[config.mk]
export PLATFORM = sky130hd
export DESIGN_NAME = pea_top_module_1
export DESIGN_NICKNAME = d
export VERILOG_FILES = /design/src/rtl/pea_pkg.sv /design/src/rtl/pea_horner_mac.sv /design/src/rtl/pea_top_module_1.sv
export SDC_FILE = /design/constraint.sdc
export NUM_CORES = 2
export LEC_CHECK = 0
export BUFFER_PORTS_ARGS = -buffer_cell sky130_fd_sc_hd__buf_2
export CAP_MARGIN = 40
export CORE_UTILIZATION = 28
export DETAILED_ROUTE_END_ITERATION = 7
export GPL_TIMING_DRIVEN = 0
export MAX_ROUTING_LAYER = met4
export PLACE_DENSITY = 0.4
export RECOVER_POWER = 100
export SKIP_CTS_REPAIR_TIMING = 1
export SYNTH_ARGS = -nofsm -noshare
export SYNTH_HDL_FRONTEND = slang
export SYNTH_SLANG_ARGS = --single-unit
[constraint.sdc]
create_clock -name clk -period 17.12 [get_ports clk]
set_input_delay 0 -clock clk [delete_from_list [all_inputs] [get_ports clk]]
set_output_delay 0 -clock clk [all_outputs]
set_load 0.02 [all_outputs]
[src/rtl/pea_pkg.sv]
// Shared encodings and limits for the polynomial evaluation accelerator.
// Latency: none (types and constants only).
// Backpressure: none (types and constants only).
package pea_pkg;

    localparam int NUM_SLOTS = 4;
    localparam int MAX_N     = 10;
    localparam int MAX_B     = 31;

    // Firing modes selected by next_mode_in
    typedef enum logic [1:0] {
        NM_SETUP  = 2'd0,
        NM_INSTR  = 2'd1,
        NM_OUTPUT = 2'd2,
        NM_NOP    = 2'd3
    } next_mode_t;

    // Opcodes; OP_BAD is what mode reports for any opcode above OP_RST
    typedef enum logic [2:0] {
        OP_STP = 3'd0,
        OP_EVP = 3'd1,
        OP_EVB = 3'd2,
        OP_RST = 3'd3,
        OP_BAD = 3'd7
    } opcode_t;

    typedef enum logic [2:0] {
        ST_OK      = 3'd0,
        ST_NO_SLOT = 3'd1,
        ST_BAD_OP  = 3'd2,
        ST_BIG_N   = 3'd3,
        ST_ZERO_B  = 3'd4
    } status_t;

    // Command word layout: [15:14] reserved, [13:9] b, [8:5] N, [4:3] slot, [2:0] opcode
    typedef struct packed {
        logic [1:0] rsvd;
        logic [4:0] b;
        logic [3:0] n;
        logic [1:0] slot;
        logic [2:0] op;
    } cmd_t;

    // Map raw opcode to the reported mode; anything past RST collapses to 7
    function automatic logic [2:0] decode_mode(input logic [2:0] op);
        return (op <= 3'd3) ? op : 3'd7;
    endfunction

endpackage

[src/rtl/pea_horner_mac.sv]
// Horner multiply-accumulate: acc <= acc*x + c, 32-bit wrapping, signed 16-bit operands.
// Latency: acc_nxt is combinational; acc updates on the clock edge when en is high.
// Backpressure: none; clr and en are driven by the sequencer every cycle.
module pea_horner_mac
    import pea_pkg::*;
(
    input  logic        clk,
    input  logic        rst,
    input  logic        clr,
    input  logic        en,
    input  logic [15:0] x,
    input  logic [15:0] c,
    output logic [31:0] acc_nxt
);

    logic [31:0] acc;
    logic [31:0] x_ext;
    logic [31:0] c_ext;

    assign x_ext   = {{16{x[15]}}, x};
    assign c_ext   = {{16{c[15]}}, c};
    // Low 32 bits of the product are identical for signed and unsigned operands
    assign acc_nxt = acc * x_ext + c_ext;

    // Accumulator: cleared before each new x, advanced on every MAC cycle
    always_ff @(posedge clk or negedge rst) begin
        if (!rst) begin
            acc <= 32'd0;
        end else if (clr) begin
            acc <= 32'd0;
        end else if (en) begin
            acc <= acc_nxt;
        end
    end

endmodule

[src/rtl/pea_top_module_1.sv]
// PEA invoke/datapath core: decodes commands, stores polynomials, evaluates by Horner's rule.
// Latency: SETUP FC 2 cycles after invoke; STP N+2; EVP/EVB b*(deg+2)+1; OUTPUT result_count+1.
// Backpressure: none internally; the enable block only invokes once FIFO occupancy/space suffice.
module pea_top_module_1
    import pea_pkg::*;
(
    input  logic        clk,
    input  logic        rst,
    input  logic [15:0] command_in,
    input  logic [15:0] data_in,
    input  logic        invoke,
    input  logic [1:0]  next_mode_in,
    output logic        rd_in_command,
    output logic        rd_in_data,
    output logic        FC,
    output logic        wr_out,
    output logic [31:0] data_out_result,
    output logic [31:0] data_out_status,
    output logic [2:0]  mode,
    output logic [4:0]  b,
    output logic [3:0]  N
);

    typedef enum logic [2:0] {
        S_IDLE  = 3'd0,
        S_FETCH = 3'd1,
        S_LOAD  = 3'd2,
        S_EVAL  = 3'd3,
        S_EMIT  = 3'd4,
        S_DONE  = 3'd5
    } state_t;

    state_t        state;
    state_t        state_nxt;

    cmd_t          cmd_w;
    logic          cmd_unused;
    status_t       setup_status;
    status_t       status_q;
    logic [1:0]    slot_q;

    logic [NUM_SLOTS-1:0] slot_vld;
    logic [3:0]    slot_deg [NUM_SLOTS];
    logic [15:0]   coef     [NUM_SLOTS][MAX_N+1];
    logic [31:0]   res_buf  [MAX_B];

    logic [15:0]   x_q;
    logic [3:0]    cnt;        // coefficient index: load position or Horner step
    logic [4:0]    xcnt;       // x index during EVAL, entry index during EMIT
    logic          mac_phase;  // 0: pop x, 1: MAC steps

    logic [4:0]    res_cnt;
    logic          eval_ok;
    logic          last_x;
    logic          clr_slots;
    logic          mac_clr;
    logic          mac_en;
    logic [31:0]   acc_nxt;

    assign cmd_w      = cmd_t'(command_in);
    assign cmd_unused = ^cmd_w.rsvd;

    assign eval_ok = (status_q == ST_OK) && ((mode == OP_EVP) || (mode == OP_EVB));
    assign res_cnt = ((mode == OP_EVB) && (status_q == ST_OK)) ? b : 5'd1;
    assign last_x  = (xcnt == res_cnt - 5'd1);

    assign data_out_result = (wr_out && eval_ok) ? res_buf[xcnt] : 32'd0;
    assign data_out_status = wr_out ? {29'd0, status_q} : 32'd0;

    // Error classification of the command at the FIFO head, using current slot validity
    always_comb begin
        setup_status = ST_OK;
        case (cmd_w.op)
            OP_STP: if (cmd_w.n > 4'(MAX_N)) setup_status = ST_BIG_N;
            OP_EVP: if (!slot_vld[cmd_w.slot]) setup_status = ST_NO_SLOT;
            OP_EVB: begin
                if (!slot_vld[cmd_w.slot])  setup_status = ST_NO_SLOT;
                else if (cmd_w.b == 5'd0)   setup_status = ST_ZERO_B;
            end
            OP_RST: setup_status = ST_OK;
            default: setup_status = ST_BAD_OP;
        endcase
    end

    // Firing sequencer: next state and one-cycle strobes
    always_comb begin
        state_nxt     = state;
        rd_in_command = 1'b0;
        rd_in_data    = 1'b0;
        wr_out        = 1'b0;
        FC            = 1'b0;
        mac_clr       = 1'b0;
        mac_en        = 1'b0;
        clr_slots     = 1'b0;
        case (state)
            S_IDLE: begin
                if (invoke) begin
                    case (next_mode_in)
                        NM_SETUP:  state_nxt = S_FETCH;
                        NM_INSTR: begin
                            if (status_q != ST_OK) begin
                                state_nxt = S_DONE;
                            end else begin
                                case (mode)
                                    OP_STP:         state_nxt = S_LOAD;
                                    OP_EVP, OP_EVB: state_nxt = S_EVAL;
                                    OP_RST: begin
                                        clr_slots = 1'b1;
                                        state_nxt = S_DONE;
                                    end
                                    default:        state_nxt = S_DONE;
                                endcase
                            end
                        end
                        NM_OUTPUT: state_nxt = S_EMIT;
                        default:   state_nxt = S_DONE;
                    endcase
                end
            end
            S_FETCH: begin
                rd_in_command = 1'b1;
                state_nxt     = S_DONE;
            end
            S_LOAD: begin
                rd_in_data = 1'b1;
                if (cnt == 4'd0) state_nxt = S_DONE;
            end
            S_EVAL: begin
                if (!mac_phase) begin
                    rd_in_data = 1'b1;
                    mac_clr    = 1'b1;
                end else begin
                    mac_en = 1'b1;
                    if ((cnt == 4'd0) && last_x) state_nxt = S_DONE;
                end
            end
            S_EMIT: begin
                wr_out = 1'b1;
                if (last_x) state_nxt = S_DONE;
            end
            S_DONE: begin
                FC        = 1'b1;
                state_nxt = S_IDLE;
            end
            default: state_nxt = S_IDLE;
        endcase
    end

    // State register; reset aborts any firing in progress
    always_ff @(posedge clk or negedge rst) begin
        if (!rst) state <= S_IDLE;
        else      state <= state_nxt;
    end

    // Latch and decode the popped command
    always_ff @(posedge clk or negedge rst) begin
        if (!rst) begin
            mode     <= 3'd0;
            b        <= 5'd0;
            N        <= 4'd0;
            slot_q   <= 2'd0;
            status_q <= ST_OK;
        end else if (state == S_FETCH) begin
            mode     <= decode_mode(cmd_w.op);
            b        <= cmd_w.b;
            N        <= cmd_w.n;
            slot_q   <= cmd_w.slot;
            status_q <= setup_status;
        end
    end

    // Slot valid bits and stored degree
    always_ff @(posedge clk or negedge rst) begin
        if (!rst) begin
            slot_vld <= '0;
            for (int i = 0; i < NUM_SLOTS; i++) slot_deg[i] <= 4'd0;
        end else if (clr_slots) begin
            slot_vld <= '0;
        end else if ((state == S_LOAD) && (cnt == 4'd0)) begin
            slot_vld[slot_q] <= 1'b1;
            slot_deg[slot_q] <= N;
        end
    end

    // Load/step/entry counters and the current x
    always_ff @(posedge clk or negedge rst) begin
        if (!rst) begin
            cnt       <= 4'd0;
            xcnt      <= 5'd0;
            mac_phase <= 1'b0;
            x_q       <= 16'd0;
        end else begin
            case (state)
                S_IDLE: begin
                    if (invoke) begin
                        cnt       <= N;
                        xcnt      <= 5'd0;
                        mac_phase <= 1'b0;
                    end
                end
                S_LOAD: cnt <= cnt - 4'd1;
                S_EVAL: begin
                    if (!mac_phase) begin
                        x_q       <= data_in;
                        cnt       <= slot_deg[slot_q];
                        mac_phase <= 1'b1;
                    end else if (cnt == 4'd0) begin
                        xcnt      <= xcnt + 5'd1;
                        mac_phase <= 1'b0;
                    end else begin
                        cnt <= cnt - 4'd1;
                    end
                end
                S_EMIT: xcnt <= xcnt + 5'd1;
                default: ;
            endcase
        end
    end

    // Coefficient store (first word popped is c_N) and result buffer
    always_ff @(posedge clk) begin
        if (state == S_LOAD) coef[slot_q][cnt] <= data_in;
        if ((state == S_EVAL) && mac_phase && (cnt == 4'd0)) res_buf[xcnt] <= acc_nxt;
    end

    pea_horner_mac u_mac (
        .clk     (clk),
        .rst     (rst),
        .clr     (mac_clr),
        .en      (mac_en),
        .x       (x_q),
        .c       (coef[slot_q][cnt]),
        .acc_nxt (acc_nxt)
    );

endmodule

# Word-level counts from Yosys, hierarchy flattened

Memory sizes are Yosys's and may differ from the RTL's.
Cells that the tools add are included.

Register bits: 98
Memory bits (writable): 1,696
Input port bits: 37
Output and inout port bits: 80
Logic and storage cells: 155
Memories kept: 2

Memories:

| memory  | depth | width | read ports | clocked after Yosys merged registers in | wr ports | RTL line               | source |
|---|---|---|---|---|---|---|---|
| res_buf | 31    | 32    | 1          | 0                                       | 1        | pea_top_module_1.sv:45 | `logic [31:0] res_buf [MAX_B];` |
| coef    | 4     | 176   | 1          | 0                                       | 1        | pea_top_module_1.sv:44 | `logic [15:0] coef [NUM_SLOTS][MAX_N+1];` |

Add/sub/neg operators: 4
$mul: 1
$lt $le $gt $ge: 9
Equality and inequality tests: 21
Multiplexer cells: 66
Bitwise operators: 5
Reductions and logical operators: 31

Operator list:

| operator                                                         | count |
|---|---|
| 176-bit two-way mux                                              | 1 |
| 32-bit two-way mux                                               | 3 |
| 16-bit binary-select mux with 4-bit select                       | 1 |
| 16-bit demux with 4-bit select                                   | 1 |
| 16-bit two-way mux                                               | 3 |
| 32-bit adder                                                     | 1 |
| 32-bit by 16-bit multiplier with 32-bit output                   | 1 |
| 4-bit two-way mux                                                | 8 |
| 3-bit two-way mux                                                | 10 |
| 1-bit two-way mux                                                | 21 |
| 5-bit two-way mux                                                | 4 |
| 3-bit by 2-bit == test with 1-bit output (second input constant) | 6 |
| 16-bit bitwise mux                                               | 1 |
| 3-bit one-hot mux with 5 select lines                            | 1 |
| 5-bit one-hot mux with 3 select lines                            | 1 |
| 3-bit zero test                                                  | 4 |
| 2-bit != test (second input constant)                            | 6 |
| 3-bit one-hot mux with 4 select lines                            | 1 |
| 4-bit one-hot mux with 3 select lines                            | 1 |
| 1-bit logical AND                                                | 10 |
| 3-bit by 1-bit == test with 1-bit output (second input constant) | 3 |
| 3-bit one-hot mux with 3 select lines                            | 1 |
| 3-bit nonzero test                                               | 3 |
| 4-bit binary-select mux with 2-bit select                        | 1 |
| other kinds (36)                                                 | 44 |

# Longest topological paths before layout

Depth in word-level cells: 9
Mapped depth: 29

# Cells and area by module

A second synthesis with hierarchy kept.

Cells, all modules: 4,710
Area total of the unflattened synthesis: 82,120.0 sq um

By module, submodules not included:

| module           | times used | cells an instance | area each (sq um) | sequential area each (sq um) |
|---|---|---|---|---|
| pea_top_module_1 | 1          | 3,096             | 67,857.6          | 52,580.4 |
| pea_horner_mac   | 1          | 1,614             | 14,262.4          | 800.8 |

# Worst setup path after synthesis

Ideal clock, no wire load.

Path kind: register to register
From: register slot_q[0]
To: memory res_buf[0][31], data pin
Setup time: 0.389 ns
Data arrival time: 7.638 ns
Data required time: 16.731 ns
Setup slack: 9.093 ns
Stages on the path, launching flop included: 28
Path through: dfrtp_1 -> buf_2 -> buf_2 -> buf_2 -> buf_2 -> buf_2 -> mux4_2 -> mux2i_1 -> o22ai_1 -> mux2i_1 -> o22ai_1 -> ha_1 -> inv_1 -> fa_1 -> fa_1 -> inv_1 -> fa_1 -> inv_1 -> fa_1 -> inv_1 -> ha_1 -> a21oi_1 -> a21oi_1 -> o41a_1 -> a21oi_1 -> o31ai_1 -> a221o_1 -> xnor2_1

Longest elaborated chain between the ends: 5

Ends and longest elaborated chain:

| item                                                  | RTL line                | source |
|---|---|---|
| start: declaration                                    | pea_top_module_1.sv:40  | `logic [1:0] slot_q;` |
| start signal: assignment                              | pea_top_module_1.sv:167 | `slot_q <= cmd_w.slot;` |
| memory read 4 x 176 bit                               | -                       |  |
| 16-bit binary-select mux with 4-bit select            | pea_top_module_1.sv:232 | `.c (coef[slot_q][cnt]),` |
| 16-bit two-way mux (not written as such) (2 in a row) | pea_top_module_1.sv:232 |  |
| 32-bit adder                                          | pea_horner_mac.sv:23    | `assign acc_nxt = acc * x_ext + c_ext;` |
| named net acc_nxt[31]                                 | pea_top_module_1.sv:58  | `logic [31:0] acc_nxt;` |
| end: declaration                                      | pea_top_module_1.sv:45  |  |

The timed path passes the listed nets, and every way through them passes these cells. The select of a mux whose other input is x is not followed.

# Worst setup path in the final report

From: register slot_q[0]
To: memory res_buf[21][25], data pin

Same word-level chain as after synthesis.

==> summary.md <==
| Metric | Value |
|---|---|
| Vias in the first global route | 45392 |
| Post-synth top area share | 62.58% |
| Die Area | 292800 um2 |
| Setup ws final | 4.092 ns |
| Seq/Total Area, Yosys | 65.59% |
| Post-synth EDFFs | 1696 |
| Post-Syn Instances | 4552 |
| Sw Share | 36.75% |
| Clock Power Share | 24.0% |
| Final setup violating endpoints | 0 |
| Synth area leader | edfxtp_1 |
| Slew Limit Fails | 1344 |
| Max Clock Freq | 76.76 MHz |
| Critical path start-end classification | flip-flop to flip-flop |
| RSZ-0062 raised after global routing | false |
| GRT busiest layer | met2 |
| DRC Markers | 0 |
| Final Skew | 0.1146 ns |
| Met1 Use GR | 24.13% |
| Seq pwr share | 38.9% |
| Max-cap viol count | 60 |
| CP peak stage delay | 0.82 ns |
| CTS clk-pin slew, worst paths | 0.06 ns |
| Arr. time, crit path | 13.52 ns |
| Slowest cell on the critical path | clkbuf_1 |
| CORE AREA | 288600 um2 |
| CP Capture Type | flip-flop |
| Chip Width | 541.1 um |
| Root Buffer Master | clkbuf_16 |
| Post-Syn Area per Cell | 17.88 um2 |
| Largest net degree at the start of global routing | 71 |
| Setup TNS | 0 ns |
| Ys async rst share | 5.463% |
| Row cnt | 197 |
| Max clock buf depth | 4 |
| CP Buf/Inv Count | 9 |
| HP Class | input port to flip-flop |
| CTS tree | yes |
| Via count | 43208 |
| Final hold vios | 0 |
| DP Worst Slack | 6.356 ns |
| Port bufs | 85 |
| Net Switching | 6.377 mW |
| Drt total wl | 256800 um |
| Yosys cell types | 66 |
| Area delta synth->final | 16.81% |
| H-tree levels | 4 |
| Initial Util | 28.20% |
| Congestion Overflow GR | 0 |
| # clock sinks | 1794 |
| CP Launch Type | flip-flop |
| Internal | 10.98 mW |
| Die Ht | 541.1 um |
| Routed vias/inst | 4.693 |
| Total Nets Final | 5648 |
| Final ANT Viol Nets | 0 |
| Mapped cell area | 81390 um2 |
| IO Count | 117 |
| Tmin final | 13.03 ns |
| Met2 Usage GRT | 29.35% |
| Most Frequent Cell on Critical Path | clkbuf_1 |
| Met3 Usage GRT | 2.219% |
| Critical path required time | 17.61 ns |
| Initial antenna violation count | 8 |
| 1st-iter DRT viols | 3320 |
| Leakage power | 30.24 nW |
| Top_reg_cell synth | edfxtp_1 |
| WL/cell | 27.90 um |
| Synth top area cells | edfxtp_1, mux4_2, fa_1, dfrtp_1, ha_1 |
| Pwr dens | 182.5 nW/um2 |
| CP max FO | 20 |
| Synthesis warning total | 0 |
| First-pass GRT wire length | 361600 um |
| Core Util, Final | 32.94% |
| TritonCTS buffer count | 202 |
| Maximum vdd drop | 0.1158 mV |
| Routability congestion estimate | 0.7944 |
| DRT Pass-1 Iters | 6 |
| Share of cells above drive strength 1 | 16.97% |
| Post-DP HPWL | 188000 um |
| Comb power frac | 37.1% |
| Relative slew slack | -207.7% |
| Final worst path period share | 76.10% |
| Crit path max-delay family | buffers and inverters |
| Worst-margin pin slew | 4.616 ns |
| Status | finished with violations |
| Failing checks | max-capacitance violations, max-slew violations |
| Total chip power | 17.35 mW |
| Total track usage | 17.95% |
| #FFs+latches synth | 1794 |
| Clock latency on the worst-skew pair | 0.87 ns |
metrics by stage:
stage	area (um2)	hold WS [ns]	cells
after detailed placement	91430	-0.09205	8794
after global routing	95060	0.02515	9202
final	95070	0.03607	9206
after CTS	97630	-1.017	9148
after floorplan	81490	-0.2956	4580
after global placement	86770	0.2579	8545
placed cells by master, fill, tap and decap left out, types with 13 or more instances in the layout:
master         instances
nor2_1               190
clkbuf_16            206
mux4_2               437
a22o_1                46
o21ai_0               35
a21oi_1               55
dlygate4sd3_1         51
clkbuf_1             465
nor3_1                14
nand3_1               22
dfrtp_1               98
edfxtp_1            1696
mux2i_1               76
clkinv_1              45
buf_2                 51
buf_4                 30
buf_6                 28
o22ai_1               31
xor2_1                19
nand2b_1              22
bufinv_16             13
fa_1                 334
a31oi_1               25
conb_1                29
a211oi_1              23
nand2_1              279
clkinv_2              30
ha_1                 106
buf_1                 29
and2_1               202
inv_1                310
xnor2_1               50
buf_8                 41
mux2_2                33
a22oi_1               75
tightest hold or removal path: cells and delay by family:
kind            cells  cell delay, ns
buf+inv             2            0.68
simple gates        1            0.08
compound gates      1            0.07
power by group through the flow:
| stage | logic (mW) | clock network (mW) | registers, mW |
|---|---|---|---|
| after floorplan | 3.59 | 0 | 6.81 |
| after global placement | 6.18 | 0 | 6.98 |
| after detailed placement | 7.29 | 0 | 6.76 |
| after CTS | 7.31 | 4.27 | 6.67 |
| after global routing | 7.03 | 4.42 | 6.77 |
| final | 6.45 | 4.16 | 6.75 |
per-layer routing:
layer  part of all wire (%)  wire, um  vias up
met5                      0         0        -
met4                    1.9      5007        0
met3                    3.9     10040      273
met2                     49    125500      931
met1                     45    116300    23533
li1                       -         -    18471
cell families (layout without fill, tap and decap cells):
| kind of cell | after synthesis | in the layout | synth area share [%] |
|---|---|---|---|
| flops | 1794 | 1794 | 65.59 |
| simple gates | 784 | 784 | 4.574 |
| buf+inv | 579 | 1320 | 2.849 |
| mux | 546 | 546 | 13.48 |
| fa+ha+maj | 440 | 440 | 9.845 |
| compound gates | 337 | 337 | 2.892 |
| xor+xnor | 71 | 71 | 0.7641 |
| other cells | 1 | 34 | 0.004608 |
Yosys cell counts (all sizes together) (5+ instances only):
master     n
buf       94
ha       106
a22oi     75
o21a       5
a21o       9
o21bai     5
or3        5
a21oi     55
mux4     437
or2        6
xnor2     52
nand2    279
clkbuf   174
nor3b      5
o21ai     35
a31oi     25
and2     204
fa       334
mux2i     76
xor2      19
inv      310
edfxtp  1696
a211oi    23
nor2b     12
o22ai     32
dfrtp     98
nor3      14
nor2     190
nand4      6
nand2b    22
a22o      46
nand3     22
mux2      33
path summary, 6_finish.rpt:
check | slack, ns | from | end | cells past startpoint
worst min register to register | 0.48 | slot_deg[11] | slot_deg[11] | 2
worst max-delay path | 4.09 | slot_q[0] | res_buf[21][25] | 28
min in group asynchronous | 0.90 | rst | N[0] | 4
worst max register to register | 4.09 | slot_q[0] | res_buf[21][25] | 28
max in group asynchronous | 12.30 | rst | x_q[4] | 4
worst min-delay path | 0.04 | command_in[2] | mode[1] | 4
registers in the layout, indices dropped and copies added (netlist names):
name,count
state,3
slot_vld,4
slot_deg,16
slot_q,2
b,5
status_q,3
u_mac.acc,32
coef,704
mode,3
xcnt,5
res_buf,992
N,4
mac_phase,1
cnt,4
x_q,16
area by class of cell:
| cell class | count | area [um2] |
|---|---|---|
| Antenna cell | 5 | 12.51 |
| Buffer | 268 | 1137 |
| Clock buffer | 253 | 5351 |
| Clock inverter | 101 | 849.6 |
| Fill cell | 28039 | 193600 |
| Inverter | 311 | 1167 |
| Multi-Input combinational cell | 2207 | 25800 |
| Sequential cell | 1794 | 53380 |
| Tap cell | 3880 | 4855 |
| Timing Repair Buffer | 387 | 2517 |
Note: power is estimated with default switching activity, not from simulation.
